**src/rtl/mdsp_pkg.sv**
```systemverilog
// -----------------------------------------------------------------------------
// mdsp_pkg
// Shared types for the multi-channel DSP front end: sample width, the signed
// sample type and the issue-scheduler state encoding.
// -----------------------------------------------------------------------------
package mdsp_pkg;

  localparam int MDSP_DATA_BITS = 24;

  typedef logic signed [MDSP_DATA_BITS-1:0] mdsp_sample_t;

  typedef enum logic [1:0] {
    IDLE  = 2'd0,
    ISSUE = 2'd1,
    HOLD  = 2'd2
  } sched_state_t;

endpackage

```
**src/rtl/mdsp_tag_fifo.sv**
```systemverilog
// -----------------------------------------------------------------------------
// mdsp_tag_fifo
// Synchronous FIFO of channel tags. It records which channel owns each sample
// currently inside the DSP core, so results can be routed back in order.
//
// Ports
//   clk_i     in   system clock
//   rst_i     in   synchronous reset, active-high (empties the FIFO)
//   push_i    in   write push_tag_i (taken when not full, or when popping)
//   push_tag_i in  tag to store
//   pop_i     in   remove the head entry (ignored when empty)
//   pop_tag_o out  head entry, valid whenever empty_o=0
//   full_o    out  FIFO holds DEPTH tags
//   empty_o   out  FIFO holds no tags
// -----------------------------------------------------------------------------
module mdsp_tag_fifo #(
  parameter int DEPTH    = 8,
  parameter int TAG_BITS = 2
) (
  input  logic                clk_i,
  input  logic                rst_i,
  input  logic                push_i,
  input  logic [TAG_BITS-1:0] push_tag_i,
  input  logic                pop_i,
  output logic [TAG_BITS-1:0] pop_tag_o,
  output logic                full_o,
  output logic                empty_o
);

  localparam int AW = $clog2(DEPTH);

  logic [TAG_BITS-1:0] mem_reg [DEPTH];
  // One extra MSB acts as a wrap bit: equal pointers mean empty, pointers
  // differing only in the wrap bit mean full.
  logic [AW:0] wr_ptr_reg;
  logic [AW:0] rd_ptr_reg;
  logic        do_push;
  logic        do_pop;

  assign empty_o   = (wr_ptr_reg == rd_ptr_reg);
  assign full_o    = (wr_ptr_reg[AW] != rd_ptr_reg[AW]) &&
                     (wr_ptr_reg[AW-1:0] == rd_ptr_reg[AW-1:0]);
  assign do_pop    = pop_i && !empty_o;
  // A push into a full FIFO is fine when the head leaves in the same cycle.
  assign do_push   = push_i && (!full_o || do_pop);
  // The head is read without a register stage so a result can be routed in
  // the cycle it arrives; the store is small enough for distributed memory.
  assign pop_tag_o = mem_reg[rd_ptr_reg[AW-1:0]];

  always_ff @(posedge clk_i) begin
    if (rst_i) begin
      wr_ptr_reg <= '0;
      rd_ptr_reg <= '0;
    end else begin
      if (do_push) wr_ptr_reg <= wr_ptr_reg + 1'b1;
      if (do_pop)  rd_ptr_reg <= rd_ptr_reg + 1'b1;
    end
  end

  always_ff @(posedge clk_i) begin
    if (do_push) mem_reg[wr_ptr_reg[AW-1:0]] <= push_tag_i;
  end

endmodule

```
**src/rtl/mdsp_chan_sched.sv**
```systemverilog
// -----------------------------------------------------------------------------
// mdsp_chan_sched
// Time-shares one microcoded DSP core between G_CHANNELS sample streams.
// Each channel has a one-entry pending buffer; a round-robin picker feeds the
// core's x port, the issued channel is pushed as a tag, and each core result
// is routed back to the channel at the head of the tag FIFO.
//
// Optional feature macro: MDSP_CHAN_SCHED_PRIO_EN
//   defined   -> adds ch_prio_i; pending priority channels are served first
//                (round-robin among themselves), the rest only when no
//                priority channel is pending.
//   undefined -> pure round-robin, no ch_prio_i port.
//
// Ports
//   clk_i          in   system clock
//   rst_i          in   synchronous reset, active-high
//   ch_x_i         in   per-channel samples, channel k at [W*k+W-1:W*k]
//   ch_x_valid_i   in   per-channel 1-cycle sample strobe
//   ch_prio_i      in   per-channel priority (only with the macro defined)
//   ch_ovf_o       out  sticky per-channel overflow (sample overwritten)
//   ch_ovf_clr_i   in   clears the matching overflow flag
//   dsp_x_req_i    in   core requests an input sample
//   dsp_x_valid_o  out  1-cycle sample valid to the core
//   dsp_x_o        out  sample data to the core
//   dsp_y_valid_i  in   core result strobe
//   dsp_y_i        in   core result data
//   dsp_y_req_o    out  result acceptance (a tag is outstanding)
//   ch_y_o         out  per-channel result, held until the next one
//   ch_y_valid_o   out  per-channel 1-cycle result strobe
//   tag_err_o      out  sticky: result arrived with no outstanding tag
// -----------------------------------------------------------------------------
module mdsp_chan_sched
  import mdsp_pkg::*;
#(
  parameter int G_CHANNELS  = 4,
  parameter int G_DATA_BITS = MDSP_DATA_BITS,
  parameter int G_TAG_DEPTH = 8
) (
  input  logic                              clk_i,
  input  logic                              rst_i,
  input  logic [G_CHANNELS*G_DATA_BITS-1:0] ch_x_i,
  input  logic [G_CHANNELS-1:0]             ch_x_valid_i,
`ifdef MDSP_CHAN_SCHED_PRIO_EN
  input  logic [G_CHANNELS-1:0]             ch_prio_i,
`endif
  output logic [G_CHANNELS-1:0]             ch_ovf_o,
  input  logic [G_CHANNELS-1:0]             ch_ovf_clr_i,
  input  logic                              dsp_x_req_i,
  output logic                              dsp_x_valid_o,
  output logic [G_DATA_BITS-1:0]            dsp_x_o,
  input  logic                              dsp_y_valid_i,
  input  logic [G_DATA_BITS-1:0]            dsp_y_i,
  output logic                              dsp_y_req_o,
  output logic [G_CHANNELS*G_DATA_BITS-1:0] ch_y_o,
  output logic [G_CHANNELS-1:0]             ch_y_valid_o,
  output logic                              tag_err_o
);

  localparam int TW = $clog2(G_CHANNELS);

  sched_state_t          state_reg, state_next;
  logic [TW-1:0]         rr_ptr_reg;
  logic [G_CHANNELS-1:0] pend_reg;
  logic [G_CHANNELS-1:0] ovf_reg;
  logic [G_CHANNELS-1:0] ch_y_valid_reg;
  logic [G_DATA_BITS-1:0] x_buf_reg [G_CHANNELS];
  logic [G_DATA_BITS-1:0] ch_y_reg  [G_CHANNELS];
  logic [G_DATA_BITS-1:0] dsp_x_reg;
  logic                  tag_err_reg;

  logic [G_CHANNELS-1:0] elig;
  logic [TW-1:0]         grant_idx;
  logic                  grant_found;
  logic                  grant_go;
  logic                  tag_full, tag_empty;
  logic [TW-1:0]         pop_tag;
  logic                  y_pop, y_err;

  // Eligible set for the picker: priority channels mask out the rest when any
  // of them is pending.
`ifdef MDSP_CHAN_SCHED_PRIO_EN
  assign elig = (|(pend_reg & ch_prio_i)) ? (pend_reg & ch_prio_i) : pend_reg;
`else
  assign elig = pend_reg;
`endif

  // First eligible channel scanning upward from rr_ptr, wrapping at G_CHANNELS.
  always_comb begin
    int idx;
    idx         = 0;
    grant_found = 1'b0;
    grant_idx   = '0;
    for (int i = 0; i < G_CHANNELS; i++) begin
      idx = int'(rr_ptr_reg) + i;
      if (idx >= G_CHANNELS) idx = idx - G_CHANNELS;
      if (!grant_found && elig[idx]) begin
        grant_found = 1'b1;
        grant_idx   = TW'(idx);
      end
    end
  end

  assign grant_go = (state_reg == IDLE) && dsp_x_req_i && grant_found && !tag_full;
  assign y_pop    = dsp_y_valid_i && !tag_empty;
  assign y_err    = dsp_y_valid_i && tag_empty;

  always_comb begin
    state_next    = state_reg;
    dsp_x_valid_o = 1'b0;
    case (state_reg)
      IDLE:    if (grant_go) state_next = ISSUE;
      ISSUE: begin
        dsp_x_valid_o = 1'b1;
        state_next    = HOLD;
      end
      HOLD:    state_next = IDLE;  // gives the core a cycle to drop its request
      default: state_next = IDLE;
    endcase
  end

  always_ff @(posedge clk_i) begin
    if (rst_i) begin
      state_reg      <= IDLE;
      rr_ptr_reg     <= '0;
      dsp_x_reg      <= '0;
      tag_err_reg    <= 1'b0;
      pend_reg       <= '0;
      ovf_reg        <= '0;
      ch_y_valid_reg <= '0;
      for (int k = 0; k < G_CHANNELS; k++) begin
        x_buf_reg[k] <= '0;
        ch_y_reg[k]  <= '0;
      end
    end else begin
      state_reg <= state_next;
      if (grant_go) begin
        dsp_x_reg  <= x_buf_reg[grant_idx];
        rr_ptr_reg <= (grant_idx == TW'(G_CHANNELS - 1)) ? '0 : grant_idx + TW'(1);
      end
      if (y_err) tag_err_reg <= 1'b1;
      for (int k = 0; k < G_CHANNELS; k++) begin
        // A new sample always wins over a grant on the same channel, leaving
        // the buffer pending with fresh data.
        if (ch_x_valid_i[k]) begin
          x_buf_reg[k] <= ch_x_i[k*G_DATA_BITS +: G_DATA_BITS];
          pend_reg[k]  <= 1'b1;
        end else if (grant_go && grant_idx == TW'(k)) begin
          pend_reg[k]  <= 1'b0;
        end
        // Overwrite without a same-cycle grant is an overflow; set beats clear.
        if (ch_x_valid_i[k] && pend_reg[k] && !(grant_go && grant_idx == TW'(k)))
          ovf_reg[k] <= 1'b1;
        else if (ch_ovf_clr_i[k])
          ovf_reg[k] <= 1'b0;
        ch_y_valid_reg[k] <= y_pop && (pop_tag == TW'(k));
        if (y_pop && pop_tag == TW'(k)) ch_y_reg[k] <= dsp_y_i;
      end
    end
  end

  mdsp_tag_fifo #(
    .DEPTH    (G_TAG_DEPTH),
    .TAG_BITS (TW)
  ) u_tag_fifo (
    .clk_i      (clk_i),
    .rst_i      (rst_i),
    .push_i     (grant_go),
    .push_tag_i (grant_idx),
    .pop_i      (y_pop),
    .pop_tag_o  (pop_tag),
    .full_o     (tag_full),
    .empty_o    (tag_empty)
  );

  assign dsp_x_o      = dsp_x_reg;
  assign dsp_y_req_o  = !tag_empty;
  assign ch_ovf_o     = ovf_reg;
  assign ch_y_valid_o = ch_y_valid_reg;
  assign tag_err_o    = tag_err_reg;

  for (genvar gi = 0; gi < G_CHANNELS; gi++) begin : g_ch_y
    assign ch_y_o[gi*G_DATA_BITS +: G_DATA_BITS] = ch_y_reg[gi];
  end

endmodule

```
**config.mk**
```make
export PLATFORM = sky130hd
export DESIGN_NAME = mdsp_chan_sched
export DESIGN_NICKNAME = d
export VERILOG_FILES = /design/src/rtl/mdsp_pkg.sv /design/src/rtl/mdsp_tag_fifo.sv /design/src/rtl/mdsp_chan_sched.sv
export SDC_FILE = /design/constraint.sdc
export NUM_CORES = 1
export LEC_CHECK = 0
export ABC_CLOCK_PERIOD_IN_PS = 4000
export CAP_MARGIN = 25
export CORE_ASPECT_RATIO = 0.8
export CORE_MARGIN = 2
export CORE_UTILIZATION = 49
export DETAILED_ROUTE_END_ITERATION = 8
export PLACE_DENSITY = 0.8
export RECOVER_POWER = 100
export SLEW_MARGIN = 20
export SYNTH_ARGS = -nofsm -noshare
export SYNTH_HDL_FRONTEND = slang
export SYNTH_SLANG_ARGS = --single-unit
```
**constraint.sdc**
```tcl
create_clock -name clk_i -period 4 [get_ports clk_i]
set_input_delay 0.4 -clock clk_i [delete_from_list [all_inputs] [get_ports clk_i]]
set_output_delay 0.4 -clock clk_i [all_outputs]
set_load 0.02 [all_outputs]
```
## Word level (Yosys, flattened, before mapping)

Memory sizes are Yosys's and may differ from the RTL's. A register that Yosys moved wholly into a read port is not among the register bits.
Cells that the tools add are included.

- Add/subtract/negate cells: 10
- Order comparisons: 8
- Equality and inequality tests: 11
- Muxes and demuxes: 82
- Bitwise operators: 8
- Reduce and logical (&&, ||, !) cells: 48

Operators with widths:

| cell | number |
|---|---|
| $mux W24 | 8 |
| $lt A32 B4 Y1 const B | 4 |
| $mux W32 | 4 |
| $mux W1 | 57 |
| $logic_and A1 B1 Y1 | 27 |
| $reduce_bool A2 Y1 | 8 |
| $mux W2 | 6 |
| $sub A3 B3 Y4 const B | 3 |
| $ge A3 B3 Y1 const B | 3 |
| $logic_not A1 Y1 | 9 |
| $add A4 B1 Y4 const B | 2 |
| $bmux W1 S2 | 4 |
| $eq A2 B2 Y1 const B | 4 |
| $or A1 B1 Y1 | 8 |
| $add A2 B2 Y3 const B | 2 |
| $eq A2 B1 Y1 const B | 3 |
| $logic_not A2 Y1 | 3 |
| $mux W3 | 2 |
| $eq A4 B4 Y1 | 1 |
| $pmux W2 S2 | 1 |
| $sub A2 B3 Y4 const B | 1 |
| $add A2 B1 Y3 const B | 1 |
| $eq A3 B3 Y1 | 1 |
| $ge A2 B3 Y1 const B | 1 |
| other kinds (4) | 4 |

- Register bits after elaboration: 25
- Memory bits (writable): 208
- Bits of input ports: 132
- Memories kept: 3

Memory list:

| name | depth | bits a word | read ports | clocked after memory_dff | wr ports | RTL line | source |
|---|---|---|---|---|---|---|---|
| ch_y_reg | 4 | 24 | 4 | 0 | 4 | mdsp_chan_sched.sv:67 | `logic [G_DATA_BITS-1:0] ch_y_reg [G_CHANNELS];` |
| x_buf_reg | 4 | 24 | 1 | 1 | 4 | mdsp_chan_sched.sv:66 | `logic [G_DATA_BITS-1:0] x_buf_reg [G_CHANNELS];` |
| u_tag_fifo.mem_reg | 8 | 2 | 1 | 1 | 1 | mdsp_tag_fifo.sv:32 | `logic [TAG_BITS-1:0] mem_reg [DEPTH];` |

## Logic depth before layout (Yosys ltp)

Gate-level depths: netlist (run 1).

- Word-level depth: 21
- Depth in mapped cells: 8

## Hierarchy

Synthesis (run 1) repeated with hierarchy kept, for this count alone.

- Cell total of the unflattened synthesis: 754
- Area, all modules: 10545.1 um2

Modules (own cells, without submodules):

| module | times used | cells an instance | area each (um2) | seq. area each (um2) |
|---|---|---|---|---|
| mdsp_chan_sched | 1 | 661 | 9336.5 | 6586.3 |
| mdsp_tag_fifo | 1 | 93 | 1208.7 | 700.7 |

## Worst setup path after synthesis (run 1)

OpenSTA, ideal clock, no wires.

- Kind: reg2reg
- Start point: register with a tool-made name
- End point: memory ch_y_reg[1][0] (netlist bit) (enable)
- Library setup time: 0.410 ns
- Arrival time: 2.453 ns
- Data required time: 3.590 ns
- Path slack: 1.137 ns
- Cell stages (with the launch flop): 5
- Buffers on the path: 0
- Clock period less this slack: 2.863 ns
- Path through: dfxtp_1 -> mux4_2 -> mux2i_1 -> nand2_1 -> o21bai_1

RTL lines:

| what | RTL line |
|---|---|
| end, declared | mdsp_chan_sched.sv:67 |

==> impl_metrics.ini, run 1 <==
[yosys]
synth_cell_types = 51
ys_warn_count = 0
synthesis.nets = 860
synth-seq-cells = 260
seq_area_frac_synth_pct = 69.3
synthFlopType = edfxtp_1
syn_avg_cell_area_sq_um = 14.5
syn_inst = 726
syn-cell-area_sq_um = 10500
synth-async-reset-ratio_pct = 0
synth-edff-count = 208

[cts]
cts.sinks = 260
clk_latency_ps = 520
holdBufCountCts = 0
cts_tree = yes
root_buffer = clkbuf_16
cts_setup_buffers = 0
cts_buffers = 26
cts_max_level = 1
cts.path.max_buffers = 3
cts_resized = 0
path_clk_slew_ps = 60

[final_layout]
layout.nets = 1115
n_antenna_cell = 0
layoutNonFillerInstCount = 1270
area_growth_pct = 33.7
drive_gt1_share_pct = 6.49

[min_path]
hold_end = tag_err_o
hold_class = reg2reg
hold_path_depth = 2
hold_start = tag_err_o

[sta]
drv_slew = 154
fin_crit_sh_pct = 78.4
rsz0062_at_grt = false
min_period_ps = 3140
relSlewSlack_pct = -50.3
fin_tns_setup_ps = 0
worst-slew-pin-transition_ps = 2260
max_freq_ghz = 0.319
fin_ws_ps = 864
hold_violations = 0
fin_skew_ps = 13.7
setup_viol = 0

[pwr]
pwr_density_cell_nw_per_um2 = 479
seq_power_share_pct = 48.7
internal_power_mw = 5.04
combinationalPowerShare_pct = 15.8
p_leak_nw = 5.24
clkPwrFrac_pct = 35.5
peakVddDrop_mv = 0.310
p_switching_mw = 1.69
p_sw_share_pct = 25.1

[global_route]
antenna_found_initial = 0
track_usage_pct = 23.1
grt_pass1_wl_um = 40300
grt_pass1_vias = 7125
grt_max_degree = 50
gr-total-overflow = 0

[critical_path]
worstPathMaxFanout = 25
criticalPathCategory = reg2reg
rr_worst_depth = 5
rrSetupSlack_ps = 860
r2r_end = ch_y_reg[2][15]
worstPathCellList = mux4_2 > mux2i_4 > nand2b_1 > nor2_1 > and2_0
critPathMaxStageDelay_ps = 1260
critical_path_depth = 5
crit_path_start_kind = flip-flop
cp_top_family = simple AND/OR/NAND/NOR gates
path_buf_inv = 0
critPathRequiredTime_ps = 4370
endpoint_kind = flip-flop
cp_slowest_cell = nor2_1
worstPathArrival_ps = 3500

[floorplan]
placementRows = 47
pin_count = 263
coreArea_sq_um = 20900
initial_core_util_pct = 50.4
die_h_um = 135
dieArea_sq_um = 22600
fp.dieW_um = 168

[flow_run]
maxCapViolations = 5

[routing]
num_vias = 6812
wl_um = 26200
wire_per_inst_um = 20.6
detail-route-antenna-nets = 0
drt-initial-drc-count = 677
dr.pass1.iters = 8
drc = 0
vias_per_cell = 5.36

[outcome]
status = finished with violations
violations = max-capacitance violations, max-slew violations

[placement]
post-place-cells = 1221
gp_congestion = 0.791
numPortBuffers = 262
dp_slack_ps = 1230
hpwl_um = 17900
## final cells by class
cell class	count	area, sq um
Timing Repair Buffer	274	2680
Sequential cell	260	7290
Clock buffer	42	822
Clock inverter	6	31.3
Fill cell	1453	6830
Inverter	6	22.5
Multi-Input combinational cell	413	2870
Tap cell	269	337
## Yosys cell counts (3+ instances only)
| cell type | count | area (sq um) |
|---|---|---|
| xnor2_1 | 6 | 52.6 |
| nor2_2 | 4 | 25.0 |
| nand3_1 | 4 | 20.0 |
| a222oi_1 | 24 | 240 |
| nand2_1 | 12 | 45.0 |
| clkbuf_1 | 14 | 52.6 |
| o21ai_0 | 3 | 15.0 |
| mux2_2 | 3 | 33.8 |
| a211oi_1 | 26 | 195 |
| nor2_1 | 44 | 165 |
| buf_6 | 5 | 56.3 |
| mux2_4 | 20 | 300 |
| nor3b_1 | 3 | 22.5 |
| nor4_1 | 4 | 25.0 |
| mux2i_1 | 3 | 30.0 |
| nor3_1 | 6 | 30.0 |
| clkbuf_2 | 4 | 20.0 |
| or2_2 | 4 | 25.0 |
| edfxtp_1 | 208 | 6250 |
| buf_2 | 23 | 115 |
| inv_1 | 6 | 22.5 |
| a21oi_1 | 8 | 40.0 |
| mux4_2 | 4 | 90.1 |
| mux2_1 | 3 | 33.8 |
| dfxtp_1 | 52 | 1040 |
| a31o_2 | 3 | 26.3 |
| nor2b_1 | 5 | 31.3 |
| and2_1 | 193 | 1210 |
## power groups by stage
stage / registers [mW] / clock network (mW) / logic, mW
detailed placement: 3.34 / 0 / 1.15
global route: 3.30 / 2.52 / 1.13
finish: 3.28 / 2.39 / 1.06
floorplan: 3.47 / 0 / 0.478
CTS: 3.29 / 2.42 / 1.16
global placement: 3.33 / 0 / 1.13
## per-stage QoR
stage / instance area [sq um] / hold WS [ps] / utilization (%) / power, mW
5_1_grt: 14000 / 491 / 67.3 / 6.96
2_1_floorplan: 10500 / 499 / - / 3.95
3_3_place_gp: 13300 / 451 / 63.8 / 4.46
6_report: 14000 / 461 / 67.3 / 6.73
4_1_cts: 14200 / 477 / 67.9 / 6.86
3_5_place_dp: 13300 / 463 / 63.8 / 4.50
## worst reg2reg max path, cell delays in order (launching register included)
cell,delay (ps)
dfxtp_1,470
mux4_2,590
mux2i_4,260
nand2b_1,130
nor2_1,1260
and2_0,280
## cell families after synthesis
group / Yosys count / share of synthesized area [%]
mux: 34 / 4.86
simple gates: 287 / 15.8
xor+xnor: 8 / 0.667
fa+ha+maj: 2 / 0.238
flops: 260 / 69.3
compound gates: 82 / 6.57
buf+inv: 53 / 2.57
## layer usage
metal / GRT usage [%] / wire length [um] / part of all wire (%) / vias to the layer above
li1: - / - / - / 3156
met1: 29.2 / 10700 / 41 / 3314
met2: 39.9 / 12800 / 49 / 306
met3: 6.27 / 2260 / 8.6 / 36
met4: 5.75 / 526 / 2.0 / 0
met5: 0 / 0 / 0 / -
## layout by cell type (no fill, tap or decap), drive strengths merged, types with 3 or more instances in the layout
cell and n:
a211oi 26, a21bo 3, a21oi 8, a222oi 24, a31o 3, and2 193
buf 4, clkbuf 51, clkdlybuf4s50 130, clkinv 5, dfxtp 52, dlygate4sd3 131
edfxtp 208, inv 6, mux2 26, mux2i 4, mux4 4, nand2 12
nand3 4, nor2 48, nor2b 5, nor3 6, nor3b 4, nor4 4
o21ai 3, or2 5, xnor2 6
## how the worst max path moves through the flow
stage / startpoint / endpoint
floorplan: flip-flop / ch_y_reg[1][0]
global placement: dsp_y_valid_i / ch_y_reg[2][9]
detailed placement: dsp_y_valid_i / ch_y_reg[0][9]
CTS: flip-flop / ch_y_reg[0][19]
global route: u_tag_fifo.wr_ptr_reg[0] / ch_y_reg[2][15]
finish: flip-flop / ch_y_reg[2][15]
(Power assumes the default switching activity.)
==> inputs of run 2 (changes only) <==
--- a/config.mk
+++ b/config.mk
@@ -5,7 +5,7 @@
 export SDC_FILE = /design/constraint.sdc
 export NUM_CORES = 1
 export LEC_CHECK = 0
-export ABC_CLOCK_PERIOD_IN_PS = 4000
+export ABC_CLOCK_PERIOD_IN_PS = 3000
 export CAP_MARGIN = 25
 export CORE_ASPECT_RATIO = 0.8
 export CORE_MARGIN = 2
==> constraint.sdc (replaced) <==
create_clock -name clk_i -period 3 [get_ports clk_i]
set_input_delay 0.3 -clock clk_i [delete_from_list [all_inputs] [get_ports clk_i]]
set_output_delay 0.3 -clock clk_i [all_outputs]
set_load 0.02 [all_outputs]
==> impl_metrics.ini, run 2 (synthesis gave the netlist of run 1 again) <==
[routing]
wl_um = 25900
drt-initial-drc-count = 656
num_vias = 6807
dr.pass1.iters = 6
vias_per_cell = 5.32
detail-route-antenna-nets = 0
drc = 0
wire_per_inst_um = 20.3

[final_layout]
fin_util_pct = 67.8
drive_gt1_share_pct = 8.42
layoutNonFillerInstCount = 1279
layout.nets = 1123
final_cell_mix = edfxtp_1 (208), dlygate4sd3_1 (131), clkdlybuf4s50_1 (130)
final_common_cell = edfxtp_1
area_growth_pct = 34.6

[cts]
cts_resized = 0
cts_max_level = 1
holdBufCountCts = 0
cts_tree = yes
cts.sinks = 260
cts.path.max_buffers = 3
clk_latency_ps = 520
cts_buffers = 26
path_clk_slew_ps = 60
cts_setup_buffers = 0
root_buffer = clkbuf_16

[sta]
relSlewSlack_pct = 7.06
setup_viol = 0
max_freq_ghz = 0.388
fin_tns_setup_ps = 0
drv_slew = 0
worst-slew-pin-transition_ps = 1390
rsz0062_at_grt = false
fin_skew_ps = 12.9
hold_violations = 0
fin_crit_sh_pct = 86.0
min_period_ps = 2580

[global_route]
track_usage_pct = 22.5
grt_max_degree = 32
grt_pass1_vias = 6903
grt_pass1_wl_um = 39100
gr-total-overflow = 0
antenna_found_initial = 2

[critical_path]
criticalPathCategory = reg2reg
critPathRequiredTime_ps = 3370
cp_slowest_cell = mux4_2
crit_path_start_kind = flip-flop
worstPathArrival_ps = 2950
worstPathMaxFanout = 14
endpoint_kind = flip-flop
critPathMaxStageDelay_ps = 580
worstPathCellList = mux4_2 > mux2i_4 > nand2b_1 > nor2_1 > buf_4 > and2_1

[placement]
post-place-cells = 1230
gp_congestion = 0.824
numPortBuffers = 262
hpwl_um = 18000

[floorplan]
fp.dieW_um = 168
coreArea_sq_um = 20900
placementRows = 47
die_h_um = 135
dieArea_sq_um = 22600
initial_core_util_pct = 50.4
pin_count = 263

[min_path]
hold_class = in2reg

[pwr]
total_power_mw = 8.98
p_leak_nw = 5.34
pwr_density_cell_nw_per_um2 = 635
peakVddDrop_mv = 0.355

[flow_run]
maxCapViolations = 0

[outcome]
status = complete, no violations
-- run 2: changes by cell type in the layout (fill, tap and decap cells not counted), moves of 2 or more --
cell,delta
clkinv_1,+3
mux2_1,-16
and2_1,+25
and2_0,-25
clkbuf_1,+4
clkbuf_8,-6
buf_4,+6
mux2_4,+16
nor2_2,+2
nor2_1,-2
-- run 2: power by group --
group | total [mW] | switching [mW] | internal, mW
registers | 4.38 | 0.141 | 4.24
clock network | 3.15 | 1.30 | 1.86
logic | 1.45 | 0.793 | 0.655
total | 8.98 | 2.23 | 6.75
-- run 2: layer usage --
| metal | up-vias | GRT usage, % | part of all wire (%) |
|---|---|---|---|
| met3 | 42 | 5.33 | 8.2 |
| met1 | 3299 | 29.1 | 41 |
| met4 | 0 | 6.28 | 2.2 |
| li1 | 3165 | - | - |
| met2 | 301 | 38.4 | 49 |
| met5 | - | 0 | 0 |
-- run 2: layout make-up --
| cell class | instances | area (sq um) |
|---|---|---|
| Antenna cell | 1 | 2.50 |
| Clock buffer | 39 | 772 |
| Clock inverter | 9 | 65.1 |
| Fill cell | 1465 | 6730 |
| Inverter | 6 | 22.5 |
| Multi-Input combinational cell | 413 | 2930 |
| Sequential cell | 260 | 7290 |
| Tap cell | 269 | 337 |
| Timing Repair Buffer | 282 | 2730 |
-- run 2: final timing paths --
| path | from | endpoint | slack (ps) | depth (start not counted) |
|---|---|---|---|---|
| hold / removal | ch_x_i[81] | x_buf_reg[3][9] | 430 | 2 |
| setup reg to reg | flip-flop | ch_y_reg[0][16] | 420 | 6 |
| hold reg to reg | tag_err_o | tag_err_o | 460 | 2 |
| setup / recovery | flip-flop | ch_y_reg[0][16] | 420 | 6 |
-- run 2: through the flow --
step | hold WS [ps] | instance area, sq um | worst slack [ps]
after global routing | 423 | 14100 | 173
after CTS | 263 | 14200 | 521
after global placement | 451 | 13400 | 565
final | 435 | 14100 | 420
after detailed placement | 456 | 13400 | 341
after floorplan | 442 | 10500 | 137
-- run 2: critical path: cells and delay by family, from the launching register on --
kind / cells / cell delay [ps]
AND/OR/NAND/NOR: 3 / 850
buffers and inverters: 1 / 300
flip-flops: 1 / 460
multiplexers: 2 / 830
==> inputs of run 3 (changes only) <==
--- a/config.mk
+++ b/config.mk
@@ -11,6 +11,7 @@
 export CORE_MARGIN = 2
 export CORE_UTILIZATION = 49
 export DETAILED_ROUTE_END_ITERATION = 8
+export HOLD_SLACK_MARGIN = 0.12
 export PLACE_DENSITY = 0.8
 export RECOVER_POWER = 100
 export SLEW_MARGIN = 20
==> results of run 3 <==
Final layout, timing and power as in run 2 (identical DEF).
